## config.mk

```make
export PLATFORM = sky130hd
export DESIGN_NAME = prescaled_timer_counter
export DESIGN_NICKNAME = d
export VERILOG_FILES = /design/src/rtl/prescaled_timer_counter.sv
export SDC_FILE = /design/constraint.sdc
export NUM_CORES = 1
export LEC_CHECK = 0
export ABC_CLOCK_PERIOD_IN_PS = 3800
export BUFFER_PORTS_ARGS = -buffer_cell sky130_fd_sc_hd__buf_2
export CAP_MARGIN = 10
export CORE_UTILIZATION = 60
export CTS_BUF_LIST = sky130_fd_sc_hd__clkbuf_16
export DETAILED_ROUTE_END_ITERATION = 12
export HOLD_SLACK_MARGIN = 0.08
export MAX_ROUTING_LAYER = met4
export PLACE_DENSITY = 0.93
export SLEW_MARGIN = 25
export SYNTH_ARGS = -nofsm -noshare
export SYNTH_HDL_FRONTEND = slang
export SYNTH_SLANG_ARGS = --single-unit
```

## constraint.sdc

```tcl
create_clock -name clk -period 3.8 [get_ports clk]
set_input_delay 0.76 -clock clk [delete_from_list [all_inputs] [get_ports clk]]
set_output_delay 0.76 -clock clk [all_outputs]
set_load 0.005 [all_outputs]
```

## src/rtl/prescaled_timer_counter.sv

```systemverilog
// Prescaled timer/counter with programmable terminal count, auto-wrap or one-shot mode,
// start/stop control, a one-cycle match pulse and a sticky done flag.
module prescaled_timer_counter #(
    parameter int unsigned WIDTH          = 32,
    parameter int unsigned PRESCALE_WIDTH = 16
) (
    input  logic                      clk,
    input  logic                      reset,
    input  logic                      start,
    input  logic                      stop,
    input  logic                      one_shot,
    input  logic [PRESCALE_WIDTH-1:0] prescale,
    input  logic [WIDTH-1:0]          period,
    output logic [WIDTH-1:0]          count,
    output logic                      running,
    output logic                      match,
    output logic                      done
);

    typedef enum logic {
        ST_IDLE = 1'b0,
        ST_RUN  = 1'b1
    } state_t;

    state_t                    state;
    state_t                    state_next;
    logic [WIDTH-1:0]          count_next;
    logic [PRESCALE_WIDTH-1:0] pre_cnt;
    logic [PRESCALE_WIDTH-1:0] pre_cnt_next;
    logic [WIDTH-1:0]          period_s;
    logic [WIDTH-1:0]          period_s_next;
    logic [PRESCALE_WIDTH-1:0] prescale_s;
    logic [PRESCALE_WIDTH-1:0] prescale_s_next;
    logic                      one_shot_s;
    logic                      one_shot_s_next;
    logic                      match_next;
    logic                      done_next;
    logic                      step;
    logic                      terminal;

    // State, counters, shadow configuration and flag registers
    always_ff @(posedge clk) begin
        if (reset) begin
            state      <= ST_IDLE;
            count      <= '0;
            pre_cnt    <= '0;
            period_s   <= '0;
            prescale_s <= '0;
            one_shot_s <= 1'b0;
            match      <= 1'b0;
            done       <= 1'b0;
        end else begin
            state      <= state_next;
            count      <= count_next;
            pre_cnt    <= pre_cnt_next;
            period_s   <= period_s_next;
            prescale_s <= prescale_s_next;
            one_shot_s <= one_shot_s_next;
            match      <= match_next;
            done       <= done_next;
        end
    end

    assign running  = (state == ST_RUN);
    assign step     = (pre_cnt == prescale_s);
    assign terminal = (count == period_s);

    // Next-state logic; priority is stop > start > counting
    always_comb begin
        state_next      = state;
        count_next      = count;
        pre_cnt_next    = pre_cnt;
        period_s_next   = period_s;
        prescale_s_next = prescale_s;
        one_shot_s_next = one_shot_s;
        match_next      = 1'b0;
        done_next       = done;

        if (stop) begin
            // Stop from IDLE (including a simultaneous start) changes nothing
            if (state == ST_RUN) begin
                state_next   = ST_IDLE;
                pre_cnt_next = '0;
            end
        end else if (start) begin
            period_s_next   = period;
            prescale_s_next = prescale;
            one_shot_s_next = one_shot;
            count_next      = '0;
            pre_cnt_next    = '0;
            done_next       = 1'b0;
            state_next      = ST_RUN;
        end else if (state == ST_RUN) begin
            if (step) begin
                pre_cnt_next = '0;
                if (!terminal) begin
                    count_next = count + WIDTH'(1);
                end else begin
                    // Terminal step: wrap through zero or finish the one-shot run
                    match_next = 1'b1;
                    if (one_shot_s) begin
                        done_next  = 1'b1;
                        state_next = ST_IDLE;
                    end else begin
                        count_next = '0;
                    end
                end
            end else begin
                pre_cnt_next = pre_cnt + PRESCALE_WIDTH'(1);
            end
        end
    end

endmodule

```

==> results of run 1 <==
==> power groups by stage <==
stage               clock, mW  combinational [mW]  sequential [mW]
floorplan                   0               0.140             1.11
global placement            0               0.186             1.12
detailed placement          0               0.193             1.12
CTS                     0.912               0.195             1.09
global route            0.958               0.215             1.10
finish                  0.904               0.197             1.09
==> metal layers <==
layer | up-vias | routed length [µm] | track usage
met5 | - | 0 | -
met4 | 0 | 351 | 0.126
met3 | 36 | 742 | 0.0550
met2 | 184 | 6020 | 0.499
met1 | 2022 | 4730 | 0.335
li1 | 2173 | - | -
==> worst paths after layout <==
| check | endpoint | slack, ns | start | cells after the start |
|---|---|---|---|---|
| min reg2reg | period_s[3] | 0.47 | period_s[3] | 2 |
| min | period_s[3] | 0.47 | period_s[3] | 2 |
| max | count[7] | 1.28 | pre_cnt[4] | 7 |
| max reg2reg | count[7] | 1.28 | pre_cnt[4] | 7 |
==> cell families (layout without fill, tap and decap cells) <==
kind of cell	after synthesis	count (layout)	synth area share
AND/OR/NAND/NOR	284	284	0.294
flip-flops	100	100	0.404
AO/OA/AOI/OAI	99	99	0.142
XOR/XNOR	58	58	0.103
buffers and inverters	40	114	0.0480
adder cells (fa/ha/maj)	2	2	0.00505
multiplexers	2	2	0.00429
==> per-stage QoR <==
| stage | cells | util | hold WS (ns) | setup slack [ns] | power (mW) |
|---|---|---|---|---|---|
| 2_1_floorplan | 585 | - | 0.445 | 1.61 | 1.25 |
| 3_3_place_gp | 745 | 0.681 | 0.454 | 1.10 | 1.30 |
| 3_5_place_dp | 745 | 0.681 | 0.458 | 1.05 | 1.31 |
| 4_1_cts | 761 | 0.719 | 0.471 | 1.30 | 2.20 |
| 5_1_grt | 761 | 0.719 | 0.496 | 1.13 | 2.27 |
| 6_report | 761 | 0.719 | 0.467 | 1.28 | 2.19 |
==> synth_stat cells, drive strengths merged (5+ instances only) <==
cell type	n
nand4	20
inv	6
a221o	24
nand3	19
nor2	46
dfxtp	100
a211o	5
or3	6
or2	6
xnor2	51
a21oi	57
buf	13
nand2	118
nor4	7
xor2	7
nor3b	7
clkbuf	20
nor3	7
and3	31
==> layout make-up <==
cell class,instances,area [µm²],share of cell area
repair buffers,92,473,0.0839
inverters,6,22.5,0.00399
multi-input cells,445,2720,0.483
clock inverters,7,67.6,0.0120
flip-flops and latches,100,2000,0.355
clock buffers,9,225,0.0399
well taps,102,128,0.0226
==> layout by cell type (no fill, tap or decap), types with 4 or more instances in the layout <==
cell	synthesis	layout
or3_1	6	6
a211o_1	5	5
dfxtp_1	100	100
nor2_1	46	46
buf_4	0	5
clkbuf_16	0	9
nand2b_1	4	4
xor2_1	7	7
a221o_1	24	24
nor4_1	4	4
nor3b_2	4	4
inv_1	6	6
buf_2	3	87
a21oi_1	54	54
nand4_1	19	19
nand2_1	118	118
xnor2_1	51	51
and3_1	30	30
nand3_1	18	18
nor3_1	6	6
==> sequential cells by signal, summed over array words and instances (netlist names) <==
signal	cells
period_s	32
pre_cnt	16
prescale_s	16
done	1
count	32
match	1
running	1
one_shot_s	1
==> worst register-to-register path, cell delays in order (launching register included) <==
cell and delay, ns:
dfxtp_1 0.36, xnor2_1 0.27, nand4_1 0.20, or4_4 0.63, a21oi_4 0.19, a21oi_2 0.07
buf_4 0.29, a221o_1 0.39
==> impl_results.md, run 1 <==
- Outcome: complete, no violations
- Die area: 0.00862 mm²
- CTS Hold Bufs: 0
- Minimum clock period after layout: 2.52 ns
- Largest net degree at the start of global routing: 58
- Post-route setup TNS: 0 ns
- Post-CTS Setup Inserts: 0
- Mapped Nets: 640
- Comb power frac: 0.090
- Ratio of cells with drive above 1 in the final layout: 0.199
- Vias per Instance: 5.80
- Post-synth EDFFs: 0
- Largest area contributor in the netlist: dfxtp_1
- HP Class: flip-flop to flip-flop
- Synth cell types: 55
- Largest stage delay, worst path: 0.63 ns
- Max rail drop VDD: 0.000319 V
- Instance area at placement: 0.00535 mm²
- First DRT Iteration DRCs: 291
- Total track usage: 0.292
- Mapped Cells: 585
- Endpoint type of the worst setup path: flip-flop
- Sink Count: 100
- # setup viols final: 0
- Worst-margin pin slew: 0.998 ns
- Clock share of power: 0.412
- CP max-delay cell: or4_4
- CTS Buf Count: 9
- IO Pins: 88
- DR WL/cell: 15.6 µm
- RSZ-0062 raised after global routing: no
- Drc violations: 0
- Crit Path Max Fanout: 31
- Resize count post-CTS: 0
- Clock latency on the worst-skew pair: 0.34 ns
- H-tree depth: 3
- Syn. warnings: 0
- Die Y: 92.9 µm
- Buffers on Ports: 87
- Top-area cell type share of the netlist area: 0.404
- Vias: 4415
- Core box area: 0.00785 mm²
- Synth area leaders: dfxtp_1 40%, xnor2_1 9.0%, nand2_1 8.9%
- Seq pwr share: 0.498
- Top_reg_cell synth: dfxtp_1
- PD cells: 389 mW/mm²
- Post-synthesis sequential area ratio: 0.404
- Initial antenna violation count: 0
- CP required: 4.03 ns
- Diode count: 0
- Ratio of final minimum period to clock period: 0.662
- DIE WIDTH: 92.9 µm
- Yosys reg bits: 100
- Fillers: 600
- Number of max-cap violations: 0
- Synth Cell Area: 0.00495 mm²
- Initial Util: 0.631
- Final nets: 709
- Vias in the first global route: 4068
- Gr ovfl total: 0
- Worst Path Class, Setup: flip-flop to flip-flop
- Psw: 536 µW
- Worst slew margin: 0.335
- Critical Path AT: 2.75 ns
- CTS clk-pin slew, worst paths: 0.07 ns
- CTS tree: yes
- Area growth, synth to finish: 13.8%
- CTS max path bufs: 2
- Delay-heaviest family, CP: simple AND/OR/NAND/NOR gates
- Leak: 2.33 nW
- Fin area: 0.00564 mm²
- Initial DRT Pass Iterations: 5
- ANT nets after route: 0
- Async SR Flop Fraction: 0
- HPWL Detailed: 8.46 mm
- Row count: 32
- Final hold violations: 0
- WL final: 11.8 mm
- Critical path startpoint category: flip-flop
- Worst path cell trace: xnor2_1 > nand4_1 > or4_4 > a21oi_4 > a21oi_2 > buf_4 > a221o_1
- Clk root buf: clkbuf_16
- Final max-slew violation count: 0
- First-pass GRT wire length: 19.1 mm
- CP Buf/Inv Count: 1
- Max Freq: 397 MHz
- GPL Wtd Cong: 0.869
- Avg Inst Size Synth: 8.47 µm²
- Internal power: 1.66 mW
- Worst Skew: 0.00702 ns
- Sw frac: 0.244
(Power assumes the default switching activity.)
==> run 2, diff against run 1 <==
--- a/config.mk
+++ b/config.mk
@@ -5,15 +5,15 @@
 export SDC_FILE = /design/constraint.sdc
 export NUM_CORES = 1
 export LEC_CHECK = 0
-export ABC_CLOCK_PERIOD_IN_PS = 3800
+export ABC_CLOCK_PERIOD_IN_PS = 2310
 export BUFFER_PORTS_ARGS = -buffer_cell sky130_fd_sc_hd__buf_2
 export CAP_MARGIN = 10
-export CORE_UTILIZATION = 60
+export CORE_UTILIZATION = 51
 export CTS_BUF_LIST = sky130_fd_sc_hd__clkbuf_16
 export DETAILED_ROUTE_END_ITERATION = 12
 export HOLD_SLACK_MARGIN = 0.08
 export MAX_ROUTING_LAYER = met4
-export PLACE_DENSITY = 0.93
+export PLACE_DENSITY = 0.85
 export SLEW_MARGIN = 25
 export SYNTH_ARGS = -nofsm -noshare
 export SYNTH_HDL_FRONTEND = slang
==> constraint.sdc (replaced) <==
create_clock -name clk -period 2.31 [get_ports clk]
set_input_delay 0.462 -clock clk [delete_from_list [all_inputs] [get_ports clk]]
set_output_delay 0.462 -clock clk [all_outputs]
set_load 0.005 [all_outputs]
==> run 2 against run 1 <==
  * Largest cell class unchanged
  * Design area up 4.8%
  * Critical path depth stayed put
  * Fmax grew 14%
  * Clock power grew 62%
  * Critical endpoint is now count[11]
  * Final cell count increased by 7.0%
  * Clock skew grew 0.0024 ns
  * Sequential power increased by 65%
  * Critical path type unchanged
  * Sequential cell count unchanged
  * First-iteration DRC count decreased by 18%
  * Hold slack got worse by 0.12 ns
==> impl_results.md, run 2 (same netlist as run 1, synthesis figures left out) <==
- Hold WS: 0.348 ns
- Hold Crit Depth: 3
- CP startpoint: pre_cnt[2]
- Number of max-cap violations: 0
- Vias: 4620
- Drc violations: 0
- Comb power frac: 0.098
- Reg2reg start: pre_cnt[2]
- Minimum clock period after layout: 2.21 ns
- HP Class: input port to flip-flop
- Fillers: 761
- CTS clk-pin slew, worst paths: 0.07 ns
- DIE WIDTH: 101 µm
- Worst Skew: 0.00941 ns
- Diode count: 0
- Ratio of cells with drive above 1 in the final layout: 0.242
- Initial Util: 0.531
- ANT nets after route: 0
- Sw frac: 0.242
- Worst slew margin: 0.464
- Clock share of power: 0.405
- Flop-to-flop setup slack: 0.1 ns
- Max Freq: 452 MHz
- PD cells: 612 mW/mm²
- Largest stage delay, worst path: 0.60 ns
- First DRT Iteration DRCs: 240
- Leak: 2.50 nW
- Most frequent cells in the layout: 118 x nand2_1, 91 x dfxtp_1, 87 x buf_2
- Most common cell after layout, fill and taps aside: nand2_1
- Endpoint type of the worst setup path: flip-flop
- Worst-margin pin slew: 0.797 ns
- Delay-heaviest family, CP: simple AND/OR/NAND/NOR gates
- Gr ovfl total: 0
- H-tree depth: 3
- Final max-slew violation count: 0
- WL final: 12.8 mm
- Register area: 0.00201 mm²
- GPL Wtd Cong: 0.894
- Hold Path Origin: prescale[4]
- Final core utilization: 0.634
- FF-to-FF End: count[11]
- CTS Buf Count: 9
- Instance area at placement: 0.00559 mm²
- Critical path startpoint category: flip-flop
- Vias in the first global route: 4419
- Ratio of final minimum period to clock period: 0.959
- Row count: 35
- CP max-delay cell: or4_4
- Internal power: 2.74 mW
- Die Y: 101 µm
- Worst path cell trace: xnor2_1 > nand4_1 > or4_4 > a21oi_4 > a21oi_2 > buf_12 > a221o_1
- IO Pins: 88
- Initial antenna violation count: 0
- Fin area: 0.00591 mm²
- Max rail drop VDD: 0.000371 V
- Die area: 0.0101 mm²
- CTS tree: yes
- Largest net degree at the start of global routing: 33
- HPWL Detailed: 9.28 mm
- Sink Count: 100
- Final hold violations: 0
- Crit Path Max Fanout: 31
- Hold EP: prescale_s[4]
- CP Buf/Inv Count: 1
- Final nets: 736
- Buffers on Ports: 87
- Total track usage: 0.268
- Psw: 875 µW
- Initial DRT Pass Iterations: 5
- Area growth, synth to finish: 19.3%
- # setup viols final: 0
- R2R cell count: 7
- Clk root buf: clkbuf_16
- First-pass GRT wire length: 20.6 mm
- Clock latency on the worst-skew pair: 0.35 ns
- Biggest regs: count (32), period_s (32)
- DR WL/cell: 15.7 µm
- Core box area: 0.00933 mm²
- Vias per Instance: 5.68
- Outcome: complete, no violations
- Multi-input logic area: 0.00273 mm²
- Worst Path Class, Setup: flip-flop to flip-flop
- CTS max path bufs: 2
- CP required: 2.54 ns
- Critical Path AT: 2.45 ns
- Seq pwr share: 0.497
-- run 2: cell types whose count changed in the layout (fill, tap and decap cells not counted), sizes merged --
| cell | change |
|---|---|
| buf | +27 |
| clkinv | -1 |
| clkinvlp | -1 |
| inv | +1 |
-- run 2: cell type report --
class,instances,area share
multi-input combinational,445,0.462
sequential,100,0.341
timing repair buffer,119,0.119
clock buffer,9,0.0381
tap,129,0.0273
clock inverter,6,0.00931
inverter,6,0.00381
-- run 2: timing repair --
item	in CTS	in global routing
buffers inserted	0	2
gates resized for setup	0	11
hold buffers	0	0
endpoints found under the hold margin	0	0
endpoints found under the setup margin	0	41
-- run 2: metrics by stage --
stage | setup slack (ns) | total power, mW | std cells | setup TNS [ns]
2_1_floorplan | 0.153 | 2.06 | 585 | 0
4_1_cts | 0.0187 | 3.60 | 812 | 0
3_5_place_dp | 0.0567 | 2.17 | 797 | 0
6_report | 0.0952 | 3.62 | 814 | 0
3_3_place_gp | 0.126 | 2.16 | 797 | 0
5_1_grt | -0.0297 | 3.72 | 814 | -0.0297
-- run 2: worst max path at each step --
stage                     end  slack [ns]  cells past startpoint
global placement    count[27]        0.13                      6
CTS                 count[25]        0.02                      6
finish              count[11]         0.1                      7
floorplan           count[24]        0.15                      8
global route        count[25]       -0.03                      6
detailed placement  count[25]        0.06                      6
-- run 2: power groups by stage --
stage | combinational (mW) | sequential (mW) | clock (mW)
floorplan | 0.230 | 1.83 | 0
global placement | 0.328 | 1.83 | 0
detailed placement | 0.338 | 1.84 | 0
CTS | 0.340 | 1.80 | 1.47
global route | 0.387 | 1.80 | 1.53
finish | 0.352 | 1.80 | 1.46
-- run 2: tightest hold or removal path: cells and delay by family --
| kind | cells | cell delay (ns) |
|---|---|---|
| buffers and inverters | 1 | 0.10 |
| and+or+nand+nor | 1 | 0.05 |
| AOI/OAI and AO/OA | 1 | 0.05 |
-- run 2: metal layers --
metal,GRT usage,vias to the layer above,share of wire
li1,-,2225,-
met1,0.301,2172,0.40
met2,0.468,191,0.51
met3,0.0569,32,0.072
met4,0.0992,0,0.027
met5,-,-,0
